File: config.mk
export PLATFORM = sky130hd
export DESIGN_NAME = chip8_prog_loader
export DESIGN_NICKNAME = d
export VERILOG_FILES = /design/src/rtl/chip8_pkg.sv /design/src/rtl/chip8_csum8.sv /design/src/rtl/chip8_prog_loader.sv
export SDC_FILE = /design/constraint.sdc
export NUM_CORES = 1
export LEC_CHECK = 0
export ABC_AREA = 1
export CAP_MARGIN = 20
export CORE_ASPECT_RATIO = 2
export CORE_MARGIN = 2
export CORE_UTILIZATION = 45
export DETAILED_ROUTE_END_ITERATION = 10
export HOLD_SLACK_MARGIN = 0.02
export PLACE_DENSITY = 0.66
export SLEW_MARGIN = 0
export SYNTH_ARGS = -nofsm -noshare
export SYNTH_HDL_FRONTEND = slang
export SYNTH_SLANG_ARGS = --single-unit
File: constraint.sdc
create_clock -name clk -period 4.2 [get_ports clk]
set_input_delay 1.05 -clock clk [delete_from_list [all_inputs] [get_ports clk]]
set_output_delay 1.05 -clock clk [all_outputs]
set_load 0.02 [all_outputs]
File: src/rtl/chip8_pkg.sv
// Shared CHIP-8 constants and the program-loader state encoding.
// The CPU core and the loader both take their memory geometry from here.
package chip8_pkg;

   localparam int unsigned MEM_DEPTH = 3328;
   localparam int unsigned ADDR_W    = 12;
   localparam int unsigned RESET_PC  = 0;

   // Frame length and byte counter width.
   localparam int unsigned LEN_W     = 16;

   typedef enum logic [2:0] {
      ST_IDLE,
      ST_LEN_HI,
      ST_LEN_LO,
      ST_DATA,
      ST_CSUM,
      ST_FILL,
      ST_DONE,
      ST_ERROR
   } loader_state_t;

   // Pointer increment that wraps back to address 0 after the last memory byte.
   function automatic logic [LEN_W-1:0] wrap_inc(input logic [LEN_W-1:0] ptr,
                                                 input logic [LEN_W-1:0] depth);
      return (ptr == depth - LEN_W'(1)) ? '0 : ptr + LEN_W'(1);
   endfunction

endpackage

File: src/rtl/chip8_csum8.sv
// Running mod-256 byte sum with synchronous clear, used to verify loaded images.
module chip8_csum8 (
   input  logic       clk,
   input  logic       rst,
   input  logic       clr,
   input  logic       en,
   input  logic [7:0] din,
   output logic [7:0] sum
);

   always_ff @(posedge clk or posedge rst) begin
      if (rst) begin
         sum <= '0;
      end else if (clr) begin
         sum <= '0;
      end else if (en) begin
         sum <= sum + din;
      end
   end

endmodule

File: src/rtl/chip8_prog_loader.sv
// Loads a framed program image (length, payload, checksum) into CHIP-8 program
// memory, zero-fills the remainder and holds the CPU until the image is verified.
module chip8_prog_loader #(
   parameter int unsigned MEM_DEPTH = chip8_pkg::MEM_DEPTH,
   parameter int unsigned ADDR_W    = chip8_pkg::ADDR_W,
   parameter int unsigned BASE_ADDR = chip8_pkg::RESET_PC
) (
   input  logic              clk,
   input  logic              rst,
   input  logic              start,
   input  logic              in_valid,
   input  logic [7:0]        in_data,
   output logic              in_ready,
   output logic              mem_we,
   output logic [ADDR_W-1:0] mem_addr,
   output logic [7:0]        mem_wdata,
   output logic              cpu_hold,
   output logic              load_done,
   output logic              err
);

   import chip8_pkg::*;

   localparam int unsigned EXT_W = LEN_W + 1;
   localparam logic [EXT_W-1:0] MAX_LEN = EXT_W'(MEM_DEPTH - BASE_ADDR);
   localparam logic [LEN_W-1:0] DEPTH_C = LEN_W'(MEM_DEPTH);
   localparam logic [LEN_W-1:0] BASE_C  = LEN_W'(BASE_ADDR);

   loader_state_t     state_q, state_d;
   logic [LEN_W-1:0]  len_q, len_d;
   logic [LEN_W-1:0]  count_q, count_d;
   logic [LEN_W-1:0]  fill_ptr_q, fill_ptr_d;
   logic [LEN_W-1:0]  fill_left_q, fill_left_d;

   logic              in_ready_d;
   logic              mem_we_d;
   logic [ADDR_W-1:0] mem_addr_d;
   logic [7:0]        mem_wdata_d;
   logic              cpu_hold_d;
   logic              load_done_d;
   logic              err_d;

   logic              xfer_c;
   logic              csum_clr;
   logic              csum_en;
   logic [7:0]        csum;
   logic [LEN_W-1:0]  len_new;
   logic [LEN_W-1:0]  fill_start_raw;
   logic [LEN_W-1:0]  fill_start;
   logic [LEN_W-1:0]  fill_cnt;

   assign xfer_c         = in_valid & in_ready;
   assign len_new        = {len_q[LEN_W-1:8], in_data};
   assign fill_start_raw = BASE_C + len_q;
   // A payload that ends exactly at the top of memory resumes filling at 0.
   assign fill_start     = (fill_start_raw == DEPTH_C) ? '0 : fill_start_raw;
   assign fill_cnt       = DEPTH_C - len_q;

   chip8_csum8 u_csum (
      .clk (clk),
      .rst (rst),
      .clr (csum_clr),
      .en  (csum_en),
      .din (in_data),
      .sum (csum)
   );

   // Next-state and next-output logic.
   always_comb begin
      state_d     = state_q;
      len_d       = len_q;
      count_d     = count_q;
      fill_ptr_d  = fill_ptr_q;
      fill_left_d = fill_left_q;
      mem_we_d    = 1'b0;
      mem_addr_d  = mem_addr;
      mem_wdata_d = mem_wdata;
      csum_clr    = 1'b0;
      csum_en     = 1'b0;

      case (state_q)
         ST_IDLE, ST_DONE, ST_ERROR: begin
            if (start) begin
               state_d  = ST_LEN_HI;
               len_d    = '0;
               count_d  = '0;
               csum_clr = 1'b1;
            end
         end

         ST_LEN_HI: begin
            if (xfer_c) begin
               len_d   = {in_data, len_q[7:0]};
               state_d = ST_LEN_LO;
            end
         end

         ST_LEN_LO: begin
            if (xfer_c) begin
               len_d = len_new;
               if (len_new == '0 || {1'b0, len_new} > MAX_LEN) begin
                  state_d = ST_ERROR;
               end else begin
                  state_d = ST_DATA;
               end
            end
         end

         ST_DATA: begin
            if (xfer_c) begin
               mem_we_d    = 1'b1;
               mem_addr_d  = ADDR_W'(BASE_C + count_q);
               mem_wdata_d = in_data;
               csum_en     = 1'b1;
               count_d     = count_q + LEN_W'(1);
               if (count_q == len_q - LEN_W'(1)) begin
                  state_d = ST_CSUM;
               end
            end
         end

         ST_CSUM: begin
            if (xfer_c) begin
               if (in_data != csum) begin
                  state_d = ST_ERROR;
               end else if (fill_cnt == '0) begin
                  state_d = ST_DONE;
               end else begin
                  // First fill write is issued here so writes line up with FILL.
                  state_d     = ST_FILL;
                  mem_we_d    = 1'b1;
                  mem_addr_d  = ADDR_W'(fill_start);
                  mem_wdata_d = 8'h00;
                  fill_ptr_d  = wrap_inc(fill_start, DEPTH_C);
                  fill_left_d = fill_cnt - LEN_W'(1);
               end
            end
         end

         ST_FILL: begin
            if (fill_left_q == '0) begin
               state_d = ST_DONE;
            end else begin
               mem_we_d    = 1'b1;
               mem_addr_d  = ADDR_W'(fill_ptr_q);
               mem_wdata_d = 8'h00;
               fill_ptr_d  = wrap_inc(fill_ptr_q, DEPTH_C);
               fill_left_d = fill_left_q - LEN_W'(1);
            end
         end

         default: begin
            state_d = ST_IDLE;
         end
      endcase

      in_ready_d  = (state_d == ST_LEN_HI) || (state_d == ST_LEN_LO) ||
                    (state_d == ST_DATA)   || (state_d == ST_CSUM);
      cpu_hold_d  = (state_d != ST_DONE);
      load_done_d = (state_d == ST_DONE);
      err_d       = (state_d == ST_ERROR);
   end

   // State and registered outputs.
   always_ff @(posedge clk or posedge rst) begin
      if (rst) begin
         state_q     <= ST_IDLE;
         len_q       <= '0;
         count_q     <= '0;
         fill_ptr_q  <= '0;
         fill_left_q <= '0;
         in_ready    <= 1'b0;
         mem_we      <= 1'b0;
         mem_addr    <= '0;
         mem_wdata   <= '0;
         cpu_hold    <= 1'b1;
         load_done   <= 1'b0;
         err         <= 1'b0;
      end else begin
         state_q     <= state_d;
         len_q       <= len_d;
         count_q     <= count_d;
         fill_ptr_q  <= fill_ptr_d;
         fill_left_q <= fill_left_d;
         in_ready    <= in_ready_d;
         mem_we      <= mem_we_d;
         mem_addr    <= mem_addr_d;
         mem_wdata   <= mem_wdata_d;
         cpu_hold    <= cpu_hold_d;
         load_done   <= load_done_d;
         err         <= err_d;
      end
   end

endmodule

# Yosys cells after proc, flatten, opt, wreduce, memory -nomap -nowiden
# Index checks and enable logic that the tools add are counted.
dict set report totals {
  regBits 100
  elab_cells 126
}
dict set report classes {
  n_addsub 8
  order_cmp 1
  n_eq_ne 27
  muxes 53
  n_bitwise 3
  n_reduce_logical 20
}
# operator count
set ops {}
lappend ops {{$mux 16} 14}
lappend ops {{$pmux 16 s2} 3}
lappend ops {{$mux 8} 8}
lappend ops {{$mux 12} 5}
lappend ops {{$add 16x1->16 const B} 3}
lappend ops {{$eq 16x12->1 const B} 3}
lappend ops {{$logic_not 16->1} 3}
lappend ops {{$pmux 16 s3} 1}
lappend ops {{$sub 16x1->16 const B} 3}
lappend ops {{$pmux 12 s3} 1}
lappend ops {{$mux 3} 8}
lappend ops {{$pmux 8 s3} 1}
lappend ops {{$eq 3x3->1 const B} 7}
lappend ops {{$pmux 3 s6} 1}
lappend ops {{$eq 16x16->1} 1}
lappend ops {{$gt 16x12->1 const B} 1}
lappend ops {{$ne 2x2->1 const B} 8}
lappend ops {{$sub 12x16->16 const A} 1}
lappend ops {{$eq 3x2->1 const B} 4}
lappend ops {{$reduce_bool 2->1} 5}
lappend ops {{$add 8x8->8} 1}
lappend ops {{$mux 1} 8}
lappend ops {{$ne 8x8->1} 1}
lappend ops {{$reduce_and 4->1} 2}
lappend ops {{other kinds (13)} 19}

# Logic depth before layout (Yosys ltp)
dict set report depth {
  word_depth 10
  depth_mapped 21
}

# By module
# From an unflattened synthesis, not the netlist that was laid out.
dict set report hier_totals {
  cells_unflattened 1025
  hier_area_um2 7158.1
}
# module n_inst cells_per_inst area_each_um2 seq_area_each_um2
set by_module_without_submodules {}
lappend by_module_without_submodules {chip8_prog_loader 1 944 6532.5 2303.5}
lappend by_module_without_submodules {chip8_csum8 1 81 625.6 200.2}

# Least setup slack after synthesis
# OpenSTA, ideal clock, no wires.
dict set report synth_path {
  path_type {in2reg}
  startpoint {in in_data[3]}
  endpoint {reg fill_left_q[14]}
  arrival_ps 2660
  slack_ps 1476
  cell_stages 12
  n_path_buf 2
  cell_sequence {ha_1 -> nor4_1 -> nand2_1 -> nor4_1 -> nand2_1 -> nand2_1 -> o21ai_2 -> buf_6 -> inv_4 -> buf_6 -> nand3b_1 -> nand2_1}
}
dict set report synth_between {
  elab_chain_cells 3
}
# element line
set synth_rtl {}
lappend synth_rtl {{start, declared} chip8_prog_loader.sv:12} ;# input logic [7:0] in_data,
lappend synth_rtl {{$ne 8x8->1} chip8_prog_loader.sv:124} ;# if (in_data != csum) begin
lappend synth_rtl {{$ne 2x2->1 (no line)} n/a}
lappend synth_rtl {{$reduce_and 5->1 (no line)} n/a}
lappend synth_rtl {{end signal, assigned} chip8_prog_loader.sv:184} ;# fill_left_q <= fill_left_d;
lappend synth_rtl {{end, declared} chip8_prog_loader.sv:33} ;# logic [LEN_W-1:0] fill_left_q, fill_left_d;
# Every way passes these cells.
# A chain may end at the register's enable or synchronous reset.

# Worst setup path after layout
dict set report layout_path {
  startpoint {reg len_q[1]}
  endpoint {reg mem_addr[3]}
}
dict set report layout_between {
  elab_chain_cells 6
  word_cells_on_any_way 10
  classes_between {add/sub: 1; eq/ne: 2; mux: 5; reduce/logical: 2}
}
# element line
set layout_rtl {}
lappend layout_rtl {{start, declared} chip8_prog_loader.sv:30} ;# logic [LEN_W-1:0] len_q, len_d;
lappend layout_rtl {{start signal, assigned} chip8_prog_loader.sv:181} ;# len_q <= len_d;
lappend layout_rtl {{parallel branches: the longest is 6 deep, another holds $sub 12x16->16} n/a}
lappend layout_rtl {{end signal, assigned} chip8_prog_loader.sv:187} ;# mem_addr <= mem_addr_d;
lappend layout_rtl {{end, declared} chip8_prog_loader.sv:15} ;# output logic [ADDR_W-1:0] mem_addr,
# Several ways; the timed one is not identified. The select of a mux whose other input is x is not followed.

==> impl_metrics.tcl <==
set metrics [dict create \
    status "finished, final reports clean" \
    reg2reg_depth 16 \
    syn_nets 1030 \
    antenna_found_initial 0 \
    core_region_area_um2 15300 \
    rsz0062_at_grt "false" \
    track_usage_pct 29.2 \
    worst_pin_slew_ps 730 \
    drive_above_1_share_pct 10.6 \
    seq_area_um2 2500 \
    max_stage_delay_ps 480 \
    grt_max_degree 55 \
    pin_count 37 \
    ir_worst_vdd_mv 0.399 \
    final_cells 1236 \
    cts_tree "built" \
    crit_slowest_cell "dfrtp_1" \
    min_period_over_period_pct 79.2 \
    initialDrtViolationCount 409 \
    nFillCells 1564 \
    vias 6840 \
    start_util_pct 46.1 \
    portBuffers 36 \
    grt_pass1_wl_mm 37.0 \
    end_kind "flip-flop" \
    postCtsHoldBufs 0 \
    via_per_inst 5.53 \
    hold_viol 0 \
    overflow 0 \
    dp.cells 1221 \
    die_height_um 181 \
    hold_start "mem_addr[8]" \
    crit_arrival_ps 3620 \
    yosys.cell_types.count 47 \
    whs_endpoint "mem_addr[8]" \
    hold_class "reg -> reg" \
    required_ps 4490 \
    final_cell_mix "272 x nand2_1, 99 x dfrtp_1, 94 x nor2_1" \
    crit_chain "inv_1 -> ha_1 -> nand2_2 -> nor2_2 -> nand2_1 -> nand2_1 -> nand4_1 -> nor2_1 -> nand3_1 -> nand2_1 -> nand2_1 -> o21ai_2 -> nand2_2 -> inv_4 -> nand2_1 -> o21ai_1" \
    path_clk_slew_ps 70 \
    clk_root_buffer_cell "clkbuf_16" \
    remaining_drc_errors 0 \
    fin_skew_ps 7.51 \
    finalCriticalPeriod_ps 3330 \
    drt_wl_total_mm 23.2 \
    dp_worst_setup_slack_ps 567 \
    cp-start-kind "flip-flop" \
    layout.nets 1059 \
    postRouteAntennaNets 0 \
    postSynthAreaPerCell_um2 7.02 \
    multiInputGateArea_um2 3900 \
    synth_area_um2 7060 \
    cts_setup_buffers 0 \
    ys_seq_elements 100 \
    r2r_start "len_q[1]" \
    syn_inst 1005 \
    clkLatencyLatePin_ps 370 \
    path_delay_family "simple AND/OR/NAND/NOR gates" \
    yosys_warnings 0 \
    postLayoutCoreUtil_pct 51.5 \
    finalSetupViolCount 0 \
    holdPathStages 2 \
    path_class "reg -> reg" \
    syn_to_final_growth_pct 11.6 \
    wire_per_inst_um 18.8 \
    cts_htree_levels 3 \
    cts_buffer_depth 2 \
    slew_headroom_pct 51.3 \
    cpMostUsedCell "nand2_1" \
    critPathBufInv 2 \
    drt-pass1-iter-count 5 \
    fp-row-count 64 \
    setup_ws_ps 874 \
    synth-seq-area-share_pct 35.5 \
    clock.fmax_ghz 0.301 \
    critPathMaxFanout 28 \
    clock-sinks 100 \
    mostFrequentLayoutCell "nand2_1" \
    grt_pass1_vias 6887 \
    r2r_slack_ps 870 \
    dp_hpwl_mm 18.1 \
    cts-resized-gates 0 \
    fin_tns_setup_ps 0 \
    power_per_cell_area_nw_per_um2 868 \
    num_antenna_cells 0 \
    fp.dieW_um 92.6 \
    power_leakage_nw 3.76 \
    die-area_um2 16800 \
    routabilityCongestion 1.02 \
    cts_buffers 9 \
    drv_slew 0 \
    rr_endpoint "mem_addr[3]" \
    maxCapViolations 0 \
]
kinds of logic after synthesis:
| kind of cell | count (synthesis) | share of synthesized area, % |
|---|---|---|
| compound gates | 168 | 14.1 |
| xor+xnor | 35 | 4.34 |
| fa+ha+maj | 13 | 2.41 |
| buf+inv | 151 | 9.29 |
| flops | 100 | 35.5 |
| mux | 2 | 0.284 |
| simple gates | 536 | 34.0 |
registers in the layout (all words and copies together), names as in the netlist:
signal and flops:
err 1, mem_wdata 8, count_q 16, cpu_hold 1, in_ready 1, load_done 1, mem_we 1, fill_left_q 16
len_q 16, mem_addr 12, state_q 3, fill_ptr_q 16, u_csum.sum 8
routing by layer:
metal	routed length [um]	track usage, %
met5	0	0
met4	2180	23.8
met3	807	4.50
met2	11900	51.0
met1	8330	30.0
synth_stat cells (all sizes together):
master     n  area [um^2]
xor2      24          210
ha        12          150
a22oi      1         7.51
clkbuf     3         11.3
mux2i      2         20.0
o31ai      3         22.5
a22o       2         17.5
nor3b      2         15.0
nor4      11         75.1
a31oi      2         12.5
nor3      25          135
dfstp      1         26.3
a21oi     22          110
xnor2     11         96.3
a2111oi    1         15.0
o22ai     24          150
buf       24          174
o221ai     1         8.76
fa         1         20.0
inv      122          463
nand4     13         81.3
clkinv     2         7.51
or2        3         18.8
o21a       1         7.51
dfrtp     99         2480
nor2     110          514
o21ai    109          628
nand3     82          410
and3       1         6.26
o32ai      1         8.76
nand2    282         1090
a32o       1         10.0
nand3b     7         52.6
worst max-delay path by stage:
stage                     startpoint             to  slack (ps)  depth (start not counted)
after global routing        len_q[1]    mem_addr[2]         640                         16
after detailed placement  in_data[3]    mem_addr[7]         570                         12
after global placement    in_data[3]  fill_ptr_q[1]         620                         11
after floorplan                  rst     count_q[0]         530                          1
after CTS                   len_q[1]    mem_addr[3]         910                         16
final                       len_q[1]    mem_addr[3]         870                         16
per-stage QoR:
stage               area (um^2)  power (mW)  hold WS [ps]
floorplan                  7060        4.77           457
global placement           7560        5.85           470
detailed placement         7560        5.89           470
CTS                        7880        6.81           488
global route               7880        7.43           519
finish                     7880        6.83           484
layout make-up:
class | count | share of cell area (%)
clock buffers | 9 | 2.86
flip-flops and latches | 100 | 31.8
clock inverters | 6 | 1.14
repair buffers | 45 | 5.59
inverters | 124 | 6.00
well taps | 198 | 3.14
multi-input cells | 754 | 49.5
worst min-delay path: cells and delay by family, from the launching register on:
family,cells,cell delay [ps]
DFF,1,350
and+or+nand+nor,2,100
where the power goes:
| part | leakage (nW) | switching (mW) | internal, mW |
|---|---|---|---|
| Sequential | 1.33 | 0.378 | 1.28 |
| Combinational | 2.28 | 2.85 | 1.41 |
| Clock | 0.151 | 0.396 | 0.520 |
No activity file was read; power rests on OpenSTA's default activity.
